<file path="config.mk">
export PLATFORM = sky130hd
export DESIGN_NAME = serial_subtractor
export DESIGN_NICKNAME = d
export VERILOG_FILES = /design/src/rtl/serial_subtractor.sv
export SDC_FILE = /design/constraint.sdc
export NUM_CORES = 1
export LEC_CHECK = 0
export BUFFER_PORTS_ARGS = -buffer_cell sky130_fd_sc_hd__buf_4
export CAP_MARGIN = 20
export CELL_PAD_IN_SITES_DETAIL_PLACEMENT = 0
export CELL_PAD_IN_SITES_GLOBAL_PLACEMENT = 1
export CORE_MARGIN = 2
export CORE_UTILIZATION = 39
export CTS_BUF_LIST = sky130_fd_sc_hd__clkbuf_4
export CTS_CLUSTER_DIAMETER = 200
export DETAILED_ROUTE_END_ITERATION = 6
export GPL_TIMING_DRIVEN = 0
export PLACE_DENSITY = 0.73
export SYNTH_ARGS = -nofsm -noshare
export SYNTH_HDL_FRONTEND = slang
export SYNTH_SLANG_ARGS = --single-unit
export TNS_END_PERCENT = 100
</file>
<file path="constraint.sdc">
create_clock -name clk -period 1.3 [get_ports clk]
set_input_delay 0 -clock clk [delete_from_list [all_inputs] [get_ports clk]]
set_output_delay 0 -clock clk [all_outputs]
set_load 0.03 [all_outputs]
</file>
<file path="src/rtl/serial_subtractor.sv">
// Multi-cycle N-bit subtractor: minuend - subtrahend - borrow_in, DIGIT bits per clock (optional SERIAL_SUB_OVF_EN adds overflow).
// Latency: done pulses in the cycle after the STEPS-th RUN edge following the accepting edge.
// Backpressure: start is taken only when idle; start while busy is dropped, operands are not re-latched.
module serial_subtractor #(
    parameter int WIDTH = 8,
    parameter int DIGIT = 1
) (
    input  logic             clk,
    input  logic             rst,
    input  logic             start,
    input  logic [WIDTH-1:0] minuend,
    input  logic [WIDTH-1:0] subtrahend,
    input  logic             borrow_in,
    output logic             busy,
    output logic             done,
    output logic [WIDTH-1:0] diff,
    output logic             borrow_out
`ifdef SERIAL_SUB_OVF_EN
    ,
    output logic             overflow
`endif
);

    localparam int STEPS = WIDTH / DIGIT;
    localparam int CW    = (STEPS > 1) ? $clog2(STEPS) : 1;
    localparam logic [CW-1:0] LAST = CW'(STEPS - 1);

    localparam logic [0:0] IDLE = 1'b0;
    localparam logic [0:0] RUN  = 1'b1;

    logic [0:0]       state;
    logic [CW-1:0]    count;
    logic [WIDTH-1:0] a_q;
    logic [WIDTH-1:0] b_q;
    logic             borrow_q;
    logic [DIGIT:0]   dsub;
    logic [WIDTH-1:0] diff_nxt;

    // One digit of the full-subtractor chain; the top bit is the outgoing borrow.
    assign dsub = {1'b0, a_q[DIGIT-1:0]} - {1'b0, b_q[DIGIT-1:0]} - {{DIGIT{1'b0}}, borrow_q};

    // Result digits enter from the MSB side so the first digit ends up in the LSBs.
    generate
        if (DIGIT == WIDTH) begin : g_single
            assign diff_nxt = dsub[DIGIT-1:0];
        end else begin : g_shift
            assign diff_nxt = {dsub[DIGIT-1:0], diff[WIDTH-1:DIGIT]};
        end
    endgenerate

    assign busy = (state == RUN);

`ifdef SERIAL_SUB_OVF_EN
    logic sign_a;
    logic sign_b;
`endif

    always_ff @(posedge clk or posedge rst) begin
        if (rst) begin
            state      <= IDLE;
            count      <= '0;
            a_q        <= '0;
            b_q        <= '0;
            borrow_q   <= 1'b0;
            diff       <= '0;
            borrow_out <= 1'b0;
            done       <= 1'b0;
`ifdef SERIAL_SUB_OVF_EN
            sign_a     <= 1'b0;
            sign_b     <= 1'b0;
            overflow   <= 1'b0;
`endif
        end else begin
            done <= 1'b0;
            if (state == IDLE) begin
                if (start) begin
                    a_q      <= minuend;
                    b_q      <= subtrahend;
                    borrow_q <= borrow_in;
                    count    <= '0;
                    state    <= RUN;
`ifdef SERIAL_SUB_OVF_EN
                    sign_a   <= minuend[WIDTH-1];
                    sign_b   <= subtrahend[WIDTH-1];
                    overflow <= 1'b0;
`endif
                end
            end else begin
                a_q      <= a_q >> DIGIT;
                b_q      <= b_q >> DIGIT;
                borrow_q <= dsub[DIGIT];
                diff     <= diff_nxt;
                count    <= count + CW'(1);
                if (count == LAST) begin
                    state      <= IDLE;
                    done       <= 1'b1;
                    borrow_out <= dsub[DIGIT];
`ifdef SERIAL_SUB_OVF_EN
                    overflow   <= (sign_a != sign_b) && (diff_nxt[WIDTH-1] != sign_a);
`endif
                end
            end
        end
    end

endmodule

</file>
==> results of run 1 <==
## worst min-delay path, stage by stage
cell and delay (ps):
buf_6 160, nor2_1 80, nor2_1 90
## cell families (layout without fill, tap and decap cells)
family                     after synthesis  after routing  share of synthesized area [%]
AOI/OAI and AO/OA                       18             18                          7.130
adders and majority gates                3              3                          3.290
and+or+nand+nor                         23             23                          6.674
DFF                                     31             31                          56.67
muxes                                   26             26                          20.66
buffers and inverters                    9             69                          5.576
## final cells by class
type                    count  area [µm²]  area share, %
clock buffers               6       45.04          2.308
clock inverters             2       7.507         0.3846
multi-input cells          70       534.3          27.37
inverters                   2       7.507         0.3846
flip-flops and latches     31       775.7          39.74
well taps                  46       57.56          2.949
repair buffers             52       455.4          23.33
plain buffers               7       68.82          3.526
## layout by cell type (no fill, tap or decap)
cell / n
a21oi_1: 1
a22o_1: 1
and2_4: 1
buf_12: 1
buf_16: 1
buf_2: 3
buf_4: 33
buf_6: 3
clkbuf_4: 6
clkinv_1: 2
dfrtp_1: 31
dlygate4sd3_1: 18
fa_1: 1
ha_2: 1
ha_4: 1
inv_1: 2
mux2_2: 6
mux2_4: 3
mux2i_1: 17
nand2_1: 16
nand2b_1: 1
nor2_1: 5
o21ai_0: 9
o21ai_1: 6
o21ai_2: 1
## sequential cells by signal (all words and copies together), names as in the netlist
signal      cells
count           3
borrow_out      1
done            1
diff            8
a_q             8
busy            1
b_q             8
borrow_q        1
## through the flow
stage	setup slack, ps	cells	power, mW	cell area (µm²)
finish	8.907	216	4.176	1952
global route	-2.618	216	4.512	1952
CTS	15.21	214	4.182	1924
detailed placement	-41.54	186	3.528	1672
global placement	-22.64	185	3.445	1644
floorplan	38.11	110	2.930	1369
## worst paths after layout
check	endpoint	slack, ps	cells past startpoint	from
worst max-delay path	borrow_out	9	4	count[1]
worst max register to register	borrow_out	9	4	count[1]
max in group asynchronous	diff[5]	510	4	rst
worst min-delay path	busy	50	3	start
min in group asynchronous	a_q[6]	290	3	rst
worst min register to register	b_q[4]	490	2	b_q[5]
## what timing repair did
action,CTS,global route
hold buffers,18,0
gates resized for setup,2,2
setup endpoints to repair,1,1
pin swaps,0,1
setup buffers,2,2
endpoints found under the hold margin,30,0
## per-layer routing
layer	up-vias	wire length (µm)	track usage, %
met5	-	0	0
met4	0	61	8.152
met3	7	118	3.571
met2	23	1340	27.39
met1	473	1259	19.10
li1	493	-	-
## power groups by stage
stage          clock (mW)  sequential, mW  combinational, mW
6_report            0.529            1.66               1.99
5_1_grt             0.597            1.71               2.20
4_1_cts             0.561            1.65               1.97
3_5_place_dp            0            1.67               1.86
3_3_place_gp            0            1.64               1.81
2_1_floorplan           0            1.95              0.985
==> metrics.txt, run 1 <==
clk_lat worst skew=330 ps; total global-route track usage=16.09%; Max Cap Violations=0; Peak VDD IR=1.036 mV; asr flop ratio synth=100.0%; clock slew at reported path FFs=90 ps; IO Port Bufs=29; die area=4000 µm²; clk sinks=31; Syn Nets=133; Seq/Total Area, Yosys=56.67%; hpwl dp=1.955 mm; post-layout util=58.04%; Mean Syn Cell Area=12.44 µm²; library cells used by synthesis=19; H-tree depth=2; Core Area=3363 µm²; Synth Cell Area=1369 µm²; worst endpoint required time=1520 ps; Cell Int Power=2.594 mW; Hold Path Class=input port to register; CP Max Fanout=3; Via density=4.611; largest net degree at the start of global routing=19; outcome=finished clean; share of cells above drive strength 1=35.29%; wire per inst=12.87 µm; antenna violations before repair=0; Overflow after GRT=0; worst setup path category=register to register; top post-synthesis cells by area=dfrtp_1 (57%), mux2i_1 (12%), mux2_2 (4.9%), nand2_1 (4.4%), o21ai_0 (3.3%); maximum clock frequency=0.7745 GHz; sequential fraction of design power=39.6%; pwr dens=2139 nW/µm²; CP startpoint kind=register; Main synth FF type=dfrtp_1; Worst Tran Pin Value=609.1 ps; drt total wl=2.780 mm; crit path capture type=register; Cell Chain, Critical Path=ha_2 > ha_4 > and2_4 > mux2_2; CP delay by family, top=flip-flops; setup_tns=0 ps; register bit count reported by yosys=31; Vias=996; Psw=1.582 mW; clk_skew=7.494 ps; Final Max Tran Viols=0; Hold Slack=47.48 ps; proportion of power drawn by the clock network=12.7%; Worst Path Buf+Inv=0; ant diodes=0; width of the die=63.25 µm; DR iter-0 viols=30; count of final setup violators=0; crit path DAT=1510 ps; GPL Wtd Cong=0.7322; combinational cell fraction of total power=47.7%; Synth top cells by count=dfrtp_1 (31), mux2i_1 (17), nand2_1 (16); sw frac=37.87%; Yosys top cell by area=dfrtp_1; Num CTS Buffers=5; Yosys Warn Count=0; slowest stage delay, CP=410 ps; # rows=21; Syn-to-layout area delta=42.60%; Slew HR=59.35%; Post-Syn Instances=110; number of flops mapped to enable cells by yosys=0; DRC viols=0; CTS max path bufs=2; CTS tree=yes; fin crit share=99.31%; Hold Fails Final Rpt=0; starting density of the core=40.70%; post-synth top area share=56.67%; Top Ports=31; fillers=326; vias in the first global route=1098; CTS root buf=clkbuf_4; LEAKAGE=0.9472 nW; DRT Pass-1 Iters=4; first-pass GRT wire length=4.919 mm; Die H=63.25 µm; count leader, synth=dfrtp_1; RSZ-0062 raised after global routing=yes; Final ANT Viol Nets=0; Final min period=1291 ps; Critical Path Slowest Stage Cell=dfrtp_1; Nets=192
No activity file was read; power rests on OpenSTA's default activity.
==> run 2, diff against run 1 <==
--- a/config.mk
+++ b/config.mk
@@ -5,7 +5,7 @@
 export SDC_FILE = /design/constraint.sdc
 export NUM_CORES = 1
 export LEC_CHECK = 0
-export BUFFER_PORTS_ARGS = -buffer_cell sky130_fd_sc_hd__buf_4
+export BUFFER_PORTS_ARGS = -buffer_cell sky130_fd_sc_hd__buf_2
 export CAP_MARGIN = 20
 export CELL_PAD_IN_SITES_DETAIL_PLACEMENT = 0
 export CELL_PAD_IN_SITES_GLOBAL_PLACEMENT = 1
==> metrics.txt, run 2 (same netlist as run 1, synthesis figures left out) <==
clk_skew=1.799 ps; Max Cap Violations=0; area of the multi-input gates=524.3 µm²; Worst setup endpoint=borrow_out; pwr dens=2156 nW/µm²; Most common cell on crit path=ha_2; fin crit share=99.06%; IO Port Bufs=29; Worst Tran Pin Value=602.6 ps; pre-CTS setup slack=-28.48 ps; vias in the first global route=1056; DRT Pass-1 Iters=4; DR iter-0 viols=24; # rows=21; clock slew at reported path FFs=90 ps; CTS tree=yes; Top Ports=31; Cell Chain, Critical Path=ha_2 > ha_2 > and2_4 > mux2_2; reg-to-reg endpoint=borrow_out; crit path DAT=1510 ps; die area=4000 µm²; Syn-to-layout area delta=36.01%; Final ANT Viol Nets=0; hpwl dp=1.925 mm; clk_lat worst skew=330 ps; clk sinks=31; Critical Path Source=count[1]; slowest stage delay, CP=370 ps; Hold Path Cell Cnt=3; CTS root buf=clkbuf_4; placed inst area=1599 µm²; crit path capture type=register; fillers=335; worst setup path category=register to register; Reg2Reg Setup Slack=10 ps; Vias=985; Num CTS Buffers=5; largest net degree at the start of global routing=19; Hold Fails Final Rpt=0; count of final setup violators=0; Regs by FF count=a_q (8), b_q (8), diff (8); share of cells above drive strength 1=36.09%; RSZ-0062 raised after global routing=yes; CP Max Fanout=3; Die H=63.25 µm; antenna violations before repair=0; Worst Path Buf+Inv=0; CP startpoint kind=register; maximum clock frequency=0.7765 GHz; Final min period=1288 ps; CTS max path bufs=2; commonest non-fill, non-tap cell in the layout=buf_2; most frequent cells in the layout=buf_2 (32), dfrtp_1 (31), dlygate4sd3_1 (18); DRC viols=0; width of the die=63.25 µm; starting density of the core=40.70%; worst endpoint required time=1520 ps; Via density=4.581; wire per inst=12.80 µm; Overflow after GRT=0; H-tree depth=2; total global-route track usage=16.27%; Critical Path Slowest Stage Cell=dfrtp_1; Finished Cell Area=1862 µm²; first-pass GRT wire length=4.905 mm; GPL Wtd Cong=0.7290; Register Area=775.7 µm²; CP delay by family, top=flip-flops; LEAKAGE=0.9193 nW; Nets=191; Final Max Tran Viols=0; Hold Path Class=input port to register; HP Start=start; r2r startpoint=count[1]; FF-to-FF path depth=4; Core Area=3363 µm²; slack of the critical path=12.16 ps; outcome=finished clean; drt total wl=2.752 mm; Peak VDD IR=1.004 mV; Crit. path cell count=4; ant diodes=0; Slew HR=59.78%
==> run 2: changes by cell type in the layout (fill, tap and decap cells not counted), sizes merged <==
cell and delta:
clkinv +1, clkbuf -1, buf -1
==> run 2: through the flow <==
step	instances	power (mW)	hold slack, ps	util (%)	TNS (ps)
CTS	213	4.044	23.06	54.84	0
global route	215	4.378	45.45	55.36	-38.12
detailed placement	186	3.417	98.44	47.54	-28.48
finish	215	4.014	34.79	55.36	0
floorplan	110	2.930	103.5	-	0
global placement	185	3.317	256.3	46.73	-19.26
==> run 2: worst min path at each step <==
stage | end | slack (ps)
5_1_grt | busy | 50
3_5_place_dp | diff[1] | 100
6_report | busy | 30
4_1_cts | busy | 20
3_3_place_gp | b_q[7] | 260
2_1_floorplan | a_q[0] | 100
==> run 2: final cells by class <==
type,count,area share [%]
Inverter,2,0.4032
Buffer,7,3.696
Sequential cell,31,41.67
Multi-Input combinational cell,70,28.16
Clock inverter,3,0.8064
Tap cell,46,3.091
Timing Repair Buffer,51,20.16
Clock buffer,5,2.016
==> run 2: metal layers <==
| metal | GRT usage, % | routed length, µm | vias to the layer above | part of all wire (%) |
|---|---|---|---|---|
| li1 | - | - | 490 | - |
| met1 | 19.30 | 1213 | 468 | 44 |
| met2 | 27.13 | 1362 | 22 | 49 |
| met3 | 5.000 | 115 | 5 | 4.2 |
| met4 | 7.337 | 61 | 0 | 2.2 |
| met5 | 0 | 0 | - | 0 |
==> run 2: power by group <==
group          switching (mW)  leakage, nW  internal (mW)
clock network           0.325       0.0347          0.201
logic                   0.996        0.494          0.861
registers               0.243        0.390           1.39
total                    1.56        0.919           2.45
==> run 2: worst min-delay path, stage by stage <==
cell    delay, ps
buf_6         150
nor2_1         80
nor2_1         90
==> run 2: repair_timing <==
action / 4_1_cts / 5_1_grt
hold endpoints to repair: 30 / 0
endpoints found under the setup margin: 1 / 1
pin swaps: 0 / 1
hold buffers: 18 / 0
setup buffers: 1 / 2
resized for setup: 2 / 1
==> run 3, diff against run 2 <==
--- a/config.mk
+++ b/config.mk
@@ -7,15 +7,13 @@
 export LEC_CHECK = 0
 export BUFFER_PORTS_ARGS = -buffer_cell sky130_fd_sc_hd__buf_2
 export CAP_MARGIN = 20
-export CELL_PAD_IN_SITES_DETAIL_PLACEMENT = 0
-export CELL_PAD_IN_SITES_GLOBAL_PLACEMENT = 1
 export CORE_MARGIN = 2
-export CORE_UTILIZATION = 39
+export CORE_UTILIZATION = 43
 export CTS_BUF_LIST = sky130_fd_sc_hd__clkbuf_4
 export CTS_CLUSTER_DIAMETER = 200
 export DETAILED_ROUTE_END_ITERATION = 6
 export GPL_TIMING_DRIVEN = 0
-export PLACE_DENSITY = 0.73
+export PLACE_DENSITY = 0.68
 export SYNTH_ARGS = -nofsm -noshare
 export SYNTH_HDL_FRONTEND = slang
 export SYNTH_SLANG_ARGS = --single-unit
==> metrics.txt, run 3 (same netlist as run 1, synthesis figures left out) <==
DR iter-0 viols=21; Register Area=775.7 µm²; clock slew at reported path FFs=90 ps; Via density=4.681; r2r startpoint=count[0]; Final ANT Viol Nets=0; wire per inst=12.23 µm; H-tree depth=2; Worst Path Buf+Inv=0; CP delay by family, top=flip-flops; clk sinks=31; Top Usage Layer GRT=met2; DRC viols=0; Hold Fails Final Rpt=0; first-pass GRT wire length=4.229 mm; Post-Layout Cell Count=210; Top Ports=31; Placed Cells=184; total power=4.165 mW; GPL Wtd Cong=0.7140; crit path DAT=1490 ps; fillers=285; Nets=188; fin crit share=97.41%; Num CTS Buffers=5; pre-CTS setup slack=-35.43 ps; Slew HR=55.21%; CP startpoint kind=register; HP Start=subtrahend[5]; FF-to-FF path depth=4; Hold EP=b_q[5]; share of cells above drive strength 1=34.94%; Regs by FF count=a_q (8), b_q (8), diff (8); CP Max Fanout=3; die area=3651 µm²; worst endpoint required time=1520 ps; pwr dens=2245 nW/µm²; clk_lat worst skew=330 ps; width of the die=60.42 µm; Die H=60.42 µm; RSZ-0062 raised after global routing=no; Hold Path Cell Cnt=3; maximum clock frequency=0.7897 GHz; Cell Chain, Critical Path=ha_2 > ha_4 > and2_4 > mux2_2; DRT Pass-1 Iters=4; vias in the first global route=985; Vias=983; Critical Path Slowest Stage Cell=dfrtp_1; ant diodes=0; clk_skew=1.529 ps; Peak VDD IR=1.103 mV; worst setup path category=register to register; met2 Use GR=28.57%; Hold Path Class=input port to register; reg-to-reg endpoint=borrow_out; starting density of the core=44.84%; LEAKAGE=0.9093 nW; drt total wl=2.569 mm; grt met1 use=17.63%; total global-route track usage=16.41%; most frequent cells in the layout=buf_2 (32), dfrtp_1 (31), mux2i_1 (17), dlygate4sd3_1 (17), nand2_1 (16); Final min period=1266 ps; met3 Use GR=6.397%; Syn-to-layout area delta=35.56%; placed inst area=1584 µm²; Finished Cell Area=1856 µm²; CTS max path bufs=2; slowest stage delay, CP=400 ps; # rows=20; Reg2Reg Setup Slack=30 ps; Max Cap Violations=0; area of the multi-input gates=534.3 µm²; largest net degree at the start of global routing=18; count of final setup violators=0; Overflow after GRT=0; Final Max Tran Viols=0; hpwl dp=1.761 mm; antenna violations before repair=0; CTS root buf=clkbuf_4; crit path capture type=register; slack of the critical path=33.71 ps; Core Area=3053 µm²; IO Port Bufs=29; commonest non-fill, non-tap cell in the layout=buf_2; outcome=finished clean; Worst Tran Pin Value=671.1 ps; CTS tree=yes
-- run 3: power by group --
part           total (mW)  internal (mW)  leakage, nW  switching [mW]
Clock               0.721          0.395       0.0426           0.326
Sequential           1.64           1.39        0.390           0.249
Combinational        1.81          0.827        0.476           0.981
-- run 3: layer usage --
layer | vias up | wire [µm]
met4 | 0 | 44
met5 | - | 0
li1 | 487 | -
met1 | 473 | 1056
met2 | 17 | 1342
met3 | 6 | 126
-- run 3: how the worst max path moves through the flow --
stage | startpoint | endpoint | slack, ps | depth (start not counted)
2_1_floorplan | count[0] | borrow_out | 40 | 4
3_3_place_gp | count[0] | borrow_out | -20 | 4
3_5_place_dp | count[0] | borrow_out | -40 | 4
4_1_cts | count[0] | borrow_out | 3 | 4
5_1_grt | count[0] | borrow_out | 4 | 4
6_report | count[0] | borrow_out | 30 | 4
-- run 3: final cells by class --
cell class / count / share of cell area [%]
Inverter: 2 / 0.4046
Buffer: 7 / 3.709
Tap cell: 44 / 2.967
Multi-Input combinational cell: 70 / 28.79
Clock inverter: 3 / 2.090
Timing Repair Buffer: 48 / 18.21
Clock buffer: 5 / 2.023
Sequential cell: 31 / 41.81
-- run 3: worst register-to-register path, stage by stage, from the launching register on --
cell and delay, ps:
dfrtp_1 400, ha_2 190, ha_4 150, and2_4 160
mux2_2 260
-- run 3: what timing repair did --
action                                 4_1_cts  5_1_grt
pin swaps                                    0        1
endpoints found under the hold margin       32        0
gates resized for setup                      2        2
hold buffers                                17        0
setup endpoints to repair                    1        1
buffers inserted                             0        1
-- run 3: per-stage QoR --
stage / utilization, % / setup TNS, ps / hold slack [ps]
2_1_floorplan: - / 0 / 103.5
3_3_place_gp: 51.39 / -17.86 / 247.8
4_1_cts: 60.12 / 0 / 2.166
6_report: 60.78 / 0 / 4.027
5_1_grt: 60.78 / 0 / 5.904
3_5_place_dp: 51.89 / -35.43 / 130.7
